`config.mk`:
```
export PLATFORM = sky130hd
export DESIGN_NAME = sprite_blitter
export DESIGN_NICKNAME = d
export VERILOG_FILES = /design/src/rtl/sprite_blitter.sv
export SDC_FILE = /design/constraint.sdc
export NUM_CORES = 1
export LEC_CHECK = 0
export CAP_MARGIN = 5
export CORE_ASPECT_RATIO = 0.9
export CORE_MARGIN = 3
export CORE_UTILIZATION = 27
export CTS_CLUSTER_DIAMETER = 120
export DETAILED_ROUTE_END_ITERATION = 7
export GPL_TIMING_DRIVEN = 0
export PLACE_DENSITY = 0.42
export SLEW_MARGIN = 20
export SYNTH_ARGS = -nofsm -noshare
export SYNTH_HDL_FRONTEND = slang
export SYNTH_SLANG_ARGS = --single-unit
```
`constraint.sdc`:
```
create_clock -name Clk -period 5.38 [get_ports Clk]
set_input_delay 1.076 -clock Clk [delete_from_list [all_inputs] [get_ports Clk]]
set_output_delay 1.076 -clock Clk [all_outputs]
set_load 0.02 [all_outputs]
```
`src/rtl/sprite_blitter.sv`:
```
// sprite_blitter: copies a w x h sprite from a synchronous ROM into a 640x480 frame buffer,
// skipping transparent and off-screen pixels and stalling on a withheld write grant.
`default_nettype none

module sprite_blitter #(
   parameter int unsigned SCREEN_W    = 640,
   parameter int unsigned SCREEN_H    = 480,
   parameter int unsigned FB_ADDR_W   = 19,
   parameter int unsigned SPR_ADDR_W  = 12,
   parameter logic [7:0]  TRANSPARENT = 8'h00
) (
   input  logic                  Clk,
   input  logic                  Reset,
   input  logic                  start,
   input  logic [9:0]            spr_x,
   input  logic [9:0]            spr_y,
   input  logic [6:0]            spr_w,
   input  logic [6:0]            spr_h,
   input  logic [SPR_ADDR_W-1:0] spr_base,
   output logic                  busy,
   output logic                  done,
   output logic [SPR_ADDR_W-1:0] rom_addr,
   input  logic [7:0]            rom_data,
   output logic                  fb_we,
   output logic [FB_ADDR_W-1:0]  fb_addr,
   output logic [7:0]            fb_data,
   input  logic                  fb_grant
);

   typedef enum logic [1:0] {
      S_IDLE   = 2'd0,
      S_READ   = 2'd1,
      S_WRITE  = 2'd2,
      S_FINISH = 2'd3
   } state_t;

   state_t                  state_q;
   logic [9:0]              x_q, y_q;
   logic [6:0]              w_q, h_q;
   logic [6:0]              col_q, row_q;
   logic [6:0]              col_d, row_d;
   logic [SPR_ADDR_W-1:0]   rom_addr_q;
   logic [FB_ADDR_W-1:0]    fb_addr_q;
   logic                    vis_q;
   logic                    busy_q;
   logic                    done_q;

   logic [10:0]             w_px, w_py;
   logic                    w_visible;
   logic                    w_opaque;
   logic                    w_col_last;
   logic                    w_last_pixel;
   logic [FB_ADDR_W-1:0]    w_pix_addr;

   always_comb begin
      w_px         = {1'b0, x_q} + {4'b0000, col_q};
      w_py         = {1'b0, y_q} + {4'b0000, row_q};
      w_visible    = (w_px < 11'(SCREEN_W)) && (w_py < 11'(SCREEN_H));
      w_pix_addr   = FB_ADDR_W'(w_py) * FB_ADDR_W'(SCREEN_W) + FB_ADDR_W'(w_px);
      w_opaque     = (rom_data != TRANSPARENT);
      w_col_last   = (col_q == w_q - 7'd1);
      w_last_pixel = w_col_last && (row_q == h_q - 7'd1);
      col_d        = w_col_last ? 7'd0 : col_q + 7'd1;
      row_d        = w_col_last ? row_q + 7'd1 : row_q;
   end

   // Visibility and address are captured in READ so WRITE only has to look at the ROM data.
   always_ff @(posedge Clk) begin
      if (Reset) begin
         state_q    <= S_IDLE;
         x_q        <= '0;
         y_q        <= '0;
         w_q        <= '0;
         h_q        <= '0;
         col_q      <= '0;
         row_q      <= '0;
         rom_addr_q <= '0;
         fb_addr_q  <= '0;
         vis_q      <= 1'b0;
         busy_q     <= 1'b0;
         done_q     <= 1'b0;
      end else begin
         done_q <= 1'b0;
         unique case (state_q)
            S_IDLE: begin
               busy_q <= 1'b0;
               if (start) begin
                  x_q        <= spr_x;
                  y_q        <= spr_y;
                  w_q        <= spr_w;
                  h_q        <= spr_h;
                  col_q      <= '0;
                  row_q      <= '0;
                  rom_addr_q <= spr_base;
                  busy_q     <= 1'b1;
                  if (spr_w == 7'd0 || spr_h == 7'd0) begin
                     state_q <= S_FINISH;
                     done_q  <= 1'b1;
                  end else begin
                     state_q <= S_READ;
                  end
               end
            end
            S_READ: begin
               fb_addr_q <= w_pix_addr;
               vis_q     <= w_visible;
               state_q   <= S_WRITE;
            end
            S_WRITE: begin
               if (!(vis_q && w_opaque && !fb_grant)) begin
                  if (w_last_pixel) begin
                     state_q <= S_FINISH;
                     done_q  <= 1'b1;
                  end else begin
                     // Row-major order makes the ROM address a plain running increment.
                     col_q      <= col_d;
                     row_q      <= row_d;
                     rom_addr_q <= rom_addr_q + SPR_ADDR_W'(1);
                     state_q    <= S_READ;
                  end
               end
            end
            S_FINISH: begin
               busy_q  <= 1'b0;
               state_q <= S_IDLE;
            end
            default: begin
               state_q <= S_IDLE;
            end
         endcase
      end
   end

   assign busy     = busy_q;
   assign done     = done_q;
   assign rom_addr = rom_addr_q;
   assign fb_addr  = fb_addr_q;
   assign fb_data  = (state_q == S_WRITE) ? rom_data : 8'h00;
   assign fb_we    = (state_q == S_WRITE) && vis_q && w_opaque && fb_grant && !Reset;

endmodule

`default_nettype wire

```
== Word level (Yosys, flattened, before mapping) ==
Index checks and enable logic that the tools add are counted.
Word-level totals
  flip-flop bits (word level): 84
  input port bits: 58
  output and inout bits: 42
  word-level logic and storage cells: 79
Operators by class
  add/subtract/negate cells: 8
  multiply operators: 1
  order comparisons: 2
  eq/ne operators: 9
  multiplexer cells: 26
  reduce and logical (&&, ||, !) cells: 21
Operators by type and width (number)
  $mux 7: 7
  $mux 12: 3
  $pmux 7 s2: 2
  $pmux 12 s2: 1
  $add 10x7->11: 2
  $add 19x11->19: 1
  $add 7x1->7 const B: 2
  $eq 7x7->1: 2
  $logic_not 7->1: 2
  $sub 7x1->7 const B: 2
  $add 12x1->12 const B: 1
  $mul 11x3->12 const B: 1
  $lt 11x10->1 const B: 1
  $lt 11x9->1 const B: 1
  $logic_and 1x1->1: 8
  $mux 2: 4
  $mux 8: 1
  $ne 2x2->1 const B: 4
  $pmux 2 s4: 1
  $reduce_bool 8->1: 1
  $mux 1: 5
  $reduce_and 5->1: 1
  $eq 2x2->1 const B: 2
  $pmux 1 s2: 2
  other kinds (7): 10

== Longest topological paths before layout ==
Gate-level depths: netlist (run 1).
  word-level depth: 6
  gate-level depth with buffers: 18
  gate-level depth less buffers: 18

== Worst setup path after synthesis (run 1) ==
OpenSTA, ideal clock, no wires.
  path kind: register to register
  start point: reg row_q[0]
  end point: reg fb_addr_q[18] (netlist: fb_addr[18])
  setup time: 86 ps
  data arrival time: 3773 ps
  data required time: 5294 ps
  setup slack: 1521 ps
  stages on the path, launching flop included: 17
  path buffers: 0
  clock period less this slack: 3859 ps
  cells stage by stage: dfxtp_1 -> ha_1 -> inv_1 -> fa_1 -> nor2b_1 -> o21a_1 -> nor2_1 -> xnor2_1 -> ha_1 -> fa_1 -> a211oi_1 -> nor2_1 -> o31ai_1 -> o311a_1 -> nand4b_1 -> xnor3_1 -> a211oi_1
Between the ends
  cells in the longest elaborated chain, start to end: 3
RTL lines
  start: declaration: RTL line 40  | logic [6:0] col_q, row_q;
  start signal: assignment: RTL line 117  | row_q <= row_d;
  $add 10x7->11: RTL line 57  | w_py = {1'b0, y_q} + {4'b0000, row_q};
  $mul 11x3->12: RTL line 59  | w_pix_addr = FB_ADDR_W'(w_py) * FB_ADDR_W'(SCREEN_W) + FB_ADDR_W'(w_px);
  $add 19x11->19: RTL line 59
  end signal: assignment: RTL line 105  | fb_addr_q <= w_pix_addr;
  end: declaration: RTL line 43  | logic [FB_ADDR_W-1:0] fb_addr_q;
Every way passes these cells.
A chain may end at the register's enable or synchronous reset.

== Worst setup path in the final report (run 1) ==
Same ends and word-level chain as after synthesis.

==> flow_summary.yaml, run 1 <==
yosys:
  yosysTopAreaCell: "dfxtp_1"
  synth_edf_count: 0
  netlist.area_leader.share_pct: 29.6
  synthArstFlopShare_pct: 0
  synth_top_family_by_area: "compound AO/OA/AOI/OAI gates"
  ys_ff_latch: 84
  syn_avg_cell_area_um2: 8.05
  synth_warnings: 0
  ys_seq_area_share_pct: 29.6
  synth_mux_area_share_pct: 2.86
  synth_simple_gate_area_share_pct: 21.9
  synthFlopType: "dfxtp_1"
  synth-compound-area-share_pct: 22.2
  synth_area_um2: 5680
  yosysUniqueCellTypes: 67
  yosys-top-cells-area: "dfxtp_1, ha_1, a21oi_1"
  yosys.area_share.xor_xnor_pct: 8.28
  synth_fa_ha_area_share_pct: 10.4
  syn_inst: 706
  synth.net_count: 809
clock_tree:
  cts-htree-levels: 3
  clock_latency_ns: 0.35
  holdBufCountCts: 0
  cts_buffers: 9
  cts_setup_buffers: 0
  clkSinkCount: 84
  cts_tree: "yes"
  clockBufferDepth: 2
  clk_pin_slew_ns: 0.07
  cts.repair.resized: 0
  root_buffer: "clkbuf_16"
global_route:
  grt_use_total_pct: 15.1
  grt_overflow: 0
  grt_max_degree: 14
  grt_first_pass_wirelength_mm: 27.7
  antenna_found_initial: 0
  grt_pass1_vias: 5108
cells_and_area:
  fillCellCount: 2104
  area.growth.synth_to_final_pct: 29.5
  layout_commonest_cell: "clkdlybuf4s50_1"
  drive_gt1_share_pct: 4.26
  fin_cells: 1101
  final_cell_mix: "clkdlybuf4s50_1, nand2_1, dfxtp_1"
  antenna_cells: 0
  final_nets: 919
  final_area_um2: 7360
placed_design:
  port_buffers: 99
  place_congestion: 0.820
  hpwl_mm: 13.7
  dp_cells: 1085
  placed_area_um2: 7020
sta:
  fin_hold_ws_ns: 0.462
  worst_slew_pin_slew_ns: 0.737
  skew_ns: 0.00749
  max_slew_margin_pct: 50.9
  period_needed_ns: 4.38
  fmax_mhz: 228
  maxSlewViolCount: 0
  fin_setup_tns_ns: 0
  rsz0062_at_grt: "false"
  period_share_pct: 81.5
  hold_viol: 0
  setup_violations: 0
min_path:
  hold_path_class: "register to register"
  whs_path_depth: 2
setup_path:
  endpoint_kind: "register"
  crit_required_ns: 5.64
  critPathLaunchType: "register"
  path_class: "register to register"
  critPathArrivalTime_ns: 4.65
  r2r_slack_ns: 1.0
  path_max_fanout: 7
  reg2reg_depth: 16
route:
  routed_via_density: 4.82
  vias: 5310
  drcViolationCount: 0
  drtIter0Drc: 298
  drt.antenna.violating_nets: 0
  drt-total-wl_mm: 17.3
  dr.pass1.iters: 4
  wl_per_cell_um: 15.7
floorplan:
  die_area_um2: 22800
  initial_core_util_pct: 28.0
  die_h_um: 144
  dieWidth_um: 159
  io_pins: 100
  core_area_um2: 20300
  rows: 49
run:
  max_cap_viol_count: 0
run_status:
  status: "complete, no violations"
power:
  leakagePower_nw: 2.89
  power_density_nw_per_um2: 363
  peakVddDrop_mv: 0.151
[state kept, by name (all words and copies together) (netlist names), 2 cells and up]
register,flops
x_q,10
col_q,7
w_q,7
state_q,2
y_q,10
row_q,7
h_q,7
rom_addr,12
fb_addr,19
[cell usage after synthesis, drive strengths merged (10+ instances only)]
cell type and instances:
xnor2 26, nand2 98, a211oi 19, nor3 15, dfxtp 84, a21o 10
ha 41, and2 12, a21oi 76, nor2 58, xor2 20, inv 34
nand3 20, clkbuf 24, mux2i 14, nand2b 12, o21ai 17
[power breakdown]
part / leakage [nW] / internal, W / switching [W]
registers: 0.687 / 0.000731 / 0.000108
clock network: 0.157 / 0.000455 / 0.000267
logic: 2.05 / 0.000479 / 0.000631
[final timing paths]
kind | from | end
setup / recovery | row_q[0]$_SDFFE_PP0P_ | fb_addr[18]$_SDFFE_PP0P_
hold reg to reg | y_q[2]$_SDFFE_PP0P_ | y_q[2]$_SDFFE_PP0P_
setup reg to reg | row_q[0]$_SDFFE_PP0P_ | fb_addr[18]$_SDFFE_PP0P_
hold / removal | y_q[2]$_SDFFE_PP0P_ | y_q[2]$_SDFFE_PP0P_
[area by class of cell]
type	instances	area, um2	area share [%]
clock buffer	12	236	3.21
tap	280	350	4.76
sequential	84	1680	22.9
inverter	35	131	1.79
buffer	29	139	1.89
multi-input combinational	558	3730	50.7
clock inverter	4	97.6	1.33
timing repair buffer	99	991	13.5
[metal layers]
metal / part of all wire [%] / up-vias / global-route usage [%] / wire [um]
li1: - / 2740 / - / -
met1: 50 / 2466 / 21.1 / 8670
met2: 45 / 95 / 24.1 / 7720
met3: 4.4 / 9 / 2.97 / 762
met4: 0.83 / 0 / 3.68 / 144
met5: 0 / - / 0 / 0
[kinds of logic (layout without fill, tap and decap cells)]
| kind of cell | Yosys count | in the layout |
|---|---|---|
| compound gates | 187 | 187 |
| xor+xnor | 49 | 49 |
| fa+ha+maj | 45 | 45 |
| buf+inv | 64 | 179 |
| flops | 84 | 84 |
| mux | 16 | 16 |
| simple gates | 261 | 261 |
[critical path: stages (launching register included)]
cell and delay, ns:
dfxtp_1 0.47, ha_1 0.22, inv_1 0.05, fa_1 0.41, nor2b_1 0.13, o21a_1 0.14, nor2_1 0.05, xnor2_1 0.30
ha_1 0.33, fa_1 0.49, a211oi_1 0.23, nor2_1 0.12, o31ai_1 0.35, o311a_1 0.26, nand4b_1 0.15, xnor3_1 0.37
a211oi_1 0.23
[stage by stage]
stage	utilization [%]	power [W]	setup slack, ns
floorplan	-	0.00157	1.52
global placement	34.6	0.00195	1.03
detailed placement	34.6	0.00197	1.01
CTS	36.3	0.00270	0.950
global route	36.3	0.00285	0.665
finish	36.3	0.00267	0.996
(Power assumes the default switching activity.)
==> run 2, diff against run 1 <==
- PLACE_DENSITY: 0.42 -> 0.44
- clock period: 5.38 -> 4 ns (I/O delays scaled with it)
==> flow_summary.yaml, run 2 (same netlist as run 1, synthesis figures left out) <==
run_status:
  status: "complete, no violations"
global_route:
  antenna_found_initial: 0
  grt_use_total_pct: 15.3
  grt_overflow: 0
  grt_pass1_vias: 5264
  grt_max_degree: 15
  grt_first_pass_wirelength_mm: 27.9
min_path:
  hold_path_class: "register to register"
  min_from: "y_q[5]$_SDFFE_PP0P_"
  whs_path_depth: 2
power:
  p_int_w: 0.00228
  power_density_nw_per_um2: 482
  pwr-share-comb_pct: 42.3
  p_seq_share_pct: 30.9
  power_switching_w: 0.00139
  power.total_w: 0.00367
  peakVddDrop_mv: 0.213
  switching_share_pct: 37.9
  leakagePower_nw: 2.97
  power_frac_clock_pct: 26.8
route:
  vias: 5435
  drt.antenna.violating_nets: 0
  dr.pass1.iters: 5
  drcViolationCount: 0
  wl_per_cell_um: 15.8
  drtIter0Drc: 362
  routed_via_density: 4.88
  drt-total-wl_mm: 17.6
setup_path:
  critPathArrivalTime_ns: 4.15
  rr_startpoint: "row_q[0]$_SDFFE_PP0P_"
  critPathLaunchType: "register"
  path_class: "register to register"
  endpoint_kind: "register"
  r2r_slack_ns: 0.12
  crit_required_ns: 4.27
  reg2reg_depth: 19
  path_max_fanout: 7
  cp-startpoint: "row_q[0]$_SDFFE_PP0P_"
floorplan:
  die_area_um2: 22800
  dieWidth_um: 159
  die_h_um: 144
  initial_core_util_pct: 28.0
  core_area_um2: 20300
  io_pins: 100
  rows: 49
clock_tree:
  cts_tree: "yes"
  cts-htree-levels: 3
  clkSinkCount: 84
  clockBufferDepth: 2
  clock_latency_ns: 0.35
  cts_buffers: 9
  clk_pin_slew_ns: 0.07
  root_buffer: "clkbuf_16"
sta:
  period_needed_ns: 3.88
  setup_violations: 0
  max_slew_margin_pct: 51.7
  skew_ns: 0.00903
  hold_viol: 0
  maxSlewViolCount: 0
  period_share_pct: 97.0
  fin_ws_ns: 0.121
  rsz0062_at_grt: "true"
  fin_setup_tns_ns: 0
  fmax_mhz: 258
  worst_slew_pin_slew_ns: 0.725
cells_and_area:
  drive_gt1_share_pct: 9.23
  final_cell_mix: "clkdlybuf4s50_1, nand2_1, dfxtp_1"
  area.growth.synth_to_final_pct: 34.0
  antenna_cells: 0
  final_area_um2: 7620
  layout_commonest_cell: "clkdlybuf4s50_1"
  fillCellCount: 2068
  largest_reg_flops: 19
  final_nets: 932
  fin_util_pct: 37.5
placed_design:
  place_congestion: 0.806
  placed_area_um2: 7020
  port_buffers: 99
  hpwl_mm: 13.6
  post-place-ws_ns: -0.309
run:
  max_cap_viol_count: 0
run 2: final cells by class:
| type | instances | area [um2] | area share, % |
|---|---|---|---|
| Tap cell | 280 | 350 | 4.60 |
| Buffer | 29 | 139 | 1.82 |
| Sequential cell | 84 | 1690 | 22.2 |
| Multi-Input combinational cell | 558 | 3880 | 50.9 |
| Clock inverter | 6 | 111 | 1.46 |
| Timing Repair Buffer | 112 | 1090 | 14.3 |
| Inverter | 35 | 131 | 1.72 |
| Clock buffer | 10 | 229 | 3.01 |
run 2: power by group through the flow:
stage          clock [W]  combinational [W]  sequential, W
3_5_place_dp           0            0.00150        0.00115
4_1_cts          0.00102            0.00153        0.00113
6_report        0.000983            0.00155        0.00113
3_3_place_gp           0            0.00148        0.00114
5_1_grt          0.00104            0.00172        0.00116
2_1_floorplan          0           0.000904        0.00120
run 2: final timing paths:
path / end
setup / recovery: fb_addr[17]$_SDFFE_PP0P_
hold / removal: y_q[5]$_SDFFE_PP0P_
hold reg to reg: y_q[5]$_SDFFE_PP0P_
setup reg to reg: fb_addr[17]$_SDFFE_PP0P_
run 2: stage by stage:
stage,instances,hold slack (ns)
global route,1114,0.483
floorplan,706,0.441
CTS,1110,0.472
finish,1114,0.470
global placement,1085,0.458
detailed placement,1085,0.460
run 2: worst max-delay path, cell delays in order (launching register included):
cell and delay (ns):
dfxtp_4 0.39, ha_2 0.20, inv_1 0.05, fa_2 0.36, nor2b_1 0.12, o21a_1 0.14
nor2_1 0.07, xnor2_2 0.15, ha_1 0.34, fa_2 0.43, a211oi_2 0.21, nor2_2 0.08
o31ai_2 0.23, buf_4 0.15, o311a_1 0.18, buf_4 0.11, buf_4 0.09, nand4_1 0.10
xnor2_1 0.16, a211oi_1 0.21
run 2: per-layer routing:
metal / vias to the layer above / wire length (um) / global-route usage, %
li1: 2763 / - / -
met1: 2542 / 8600 / 20.7
met2: 115 / 8050 / 25.0
met3: 15 / 698 / 3.14
met4: 0 / 281 / 3.96
met5: - / 0 / 0
run 2: what timing repair did:
action / 4_1_cts / 5_1_grt
setup endpoints to repair: 2 / 6
cloned: 0 / 0
resized for setup: 14 / 20
setup buffers: 9 / 4
pin swaps: 6 / 11
hold buffers: 0 / 0
==> run 3, diff against run 2 <==
- GPL_TIMING_DRIVEN: 0 -> 1
- SKIP_LAST_GASP: unset -> 1
==> flow_summary.yaml, run 3 (same netlist as run 1, synthesis figures left out) <==
run:
  max_cap_viol_count: 0
floorplan:
  io_pins: 100
  rows: 49
  die_area_um2: 22800
  core_area_um2: 20300
  die_h_um: 144
  dieWidth_um: 159
  initial_core_util_pct: 28.0
route:
  drcViolationCount: 0
  vias: 5246
  drt.antenna.violating_nets: 0
  wl_per_cell_um: 14.9
  drt-total-wl_mm: 16.4
  drtIter0Drc: 228
  dr.pass1.iters: 4
  routed_via_density: 4.78
run_status:
  status: "complete, no violations"
sta:
  hold_viol: 0
  worst_slew_pin_slew_ns: 0.859
  fmax_mhz: 263
  max_slew_margin_pct: 42.7
  period_needed_ns: 3.80
  rsz0062_at_grt: "true"
  fin_hold_ws_ns: 0.458
  setup_violations: 0
  period_share_pct: 95.1
  skew_ns: 0.00908
  maxSlewViolCount: 0
power:
  power.total_w: 0.00355
  peakVddDrop_mv: 0.176
  power_density_nw_per_um2: 472
  power_switching_w: 0.00134
  p_int_w: 0.00221
  leakagePower_nw: 2.98
  switching_share_pct: 37.8
  p_seq_share_pct: 31.5
  power_frac_clock_pct: 25.3
  pwr-share-comb_pct: 43.2
setup_path:
  critPathArrivalTime_ns: 4.06
  path_buf_inv: 2
  path_class: "register to register"
  endpoint_kind: "register"
  cp_top_family: "adder cells"
  critPathLaunchType: "register"
  cpPeakStageDelay_ns: 0.42
  cp_cell_sequence: "ha_1, a21oi_2, inv_1, a21oi_2, xnor2_2, ha_1, ha_2, fa_2, a211oi_2, nor2_2, o31ai_2, buf_4, a21oi_1, xor2_1, xnor3_1, a211oi_2"
  path_max_fanout: 3
  cp_slowest_cell: "fa_2"
  crit_required_ns: 4.25
  r2r_slack_ns: 0.20
clock_tree:
  cts_buffers: 9
  clk_pin_slew_ns: 0.07
  cts-htree-levels: 3
  root_buffer: "clkbuf_16"
  clockBufferDepth: 2
  clkSinkCount: 84
  clock_latency_ns: 0.34
  cts_tree: "yes"
global_route:
  grtUsageMet3_pct: 2.74
  grt_use_total_pct: 14.3
  grt_overflow: 0
  busiest_layer: "met2"
  grt_pass1_vias: 5222
  grt_max_degree: 79
  grt_use_met1_pct: 19.6
  grt.met2_usage_pct: 23.5
  grt_first_pass_wirelength_mm: 26.8
  antenna_found_initial: 0
cells_and_area:
  largest_reg_flops: 19
  fillCellCount: 2124
  area.growth.synth_to_final_pct: 32.1
  antenna_cells: 0
  final_cell_mix: "nand2_1, clkdlybuf4s50_1, dfxtp_1"
  drive_gt1_share_pct: 10.3
  final_nets: 916
placed_design:
  port_buffers: 99
  place_congestion: 0.791
  hpwl_mm: 12.3
min_path:
  hold_path_class: "register to register"
## run 3: power by group through the flow
stage | combinational [W] | sequential, W | clock [W]
after floorplan | 0.000904 | 0.00120 | 0
after global placement | 0.00150 | 0.00113 | 0
after detailed placement | 0.00151 | 0.00114 | 0
after CTS | 0.00152 | 0.00112 | 0.000932
after global routing | 0.00171 | 0.00114 | 0.000961
final | 0.00153 | 0.00112 | 0.000898
## run 3: repair_timing
action / in CTS / in global routing
hold buffers: 0 / 0
cloned: 0 / 0
buffers inserted: 0 / 7
pin swaps: 1 / 14
gates resized for setup: 1 / 26
endpoints found under the setup margin: 1 / 5
endpoints found under the hold margin: 0 / 0
## run 3: final timing paths
| check | start | to | depth (start not counted) |
|---|---|---|---|
| setup reg to reg | y_q[1]$_SDFFE_PP0P_ | fb_addr[18]$_SDFFE_PP0P_ | 16 |
| setup / recovery | y_q[1]$_SDFFE_PP0P_ | fb_addr[18]$_SDFFE_PP0P_ | 16 |
| hold reg to reg | y_q[0]$_SDFFE_PP0P_ | y_q[0]$_SDFFE_PP0P_ | 2 |
| hold / removal | y_q[0]$_SDFFE_PP0P_ | y_q[0]$_SDFFE_PP0P_ | 2 |
## run 3: through the flow
| step | setup WS [ns] | util [%] | TNS (ns) | area [um2] | instances |
|---|---|---|---|---|---|
| floorplan | 0.141 | - | 0 | 5680 | 706 |
| global placement | 0.116 | 34.7 | 0 | 7040 | 1075 |
| detailed placement | 0.0338 | 34.7 | 0 | 7040 | 1075 |
| CTS | 0.0109 | 36.3 | 0 | 7360 | 1091 |
| global route | -0.0495 | 37.0 | -0.0860 | 7510 | 1098 |
| finish | 0.195 | 37.0 | 0 | 7510 | 1098 |
## run 3: cell type report
type / instances / area [um2] / share of cell area [%]
clock buffer: 12 / 267 / 3.55
clock inverter: 4 / 53.8 / 0.716
inverter: 35 / 131 / 1.75
multi-input combinational: 558 / 3830 / 51.0
sequential: 84 / 1690 / 22.4
tap: 280 / 350 / 4.67
timing repair buffer: 125 / 1190 / 15.9
## run 3: worst reg2reg max path, stage by stage (launching register included)
cell and delay (ns):
dfxtp_1 0.32, ha_1 0.30, a21oi_2 0.19, inv_1 0.08, a21oi_2 0.18, xnor2_2 0.16
ha_1 0.28, ha_2 0.21, fa_2 0.42, a211oi_2 0.26, nor2_2 0.09, o31ai_2 0.25
buf_4 0.16, a21oi_1 0.07, xor2_1 0.21, xnor3_1 0.36, a211oi_2 0.18
## run 3: metal layers
| layer | routed length (um) | up-vias | share of wire [%] |
|---|---|---|---|
| met3 | 568 | 7 | 3.5 |
| met4 | 147 | 0 | 0.90 |
| li1 | - | 2728 | - |
| met5 | 0 | - | 0 |
| met1 | 8160 | 2425 | 50 |
| met2 | 7530 | 86 | 46 |
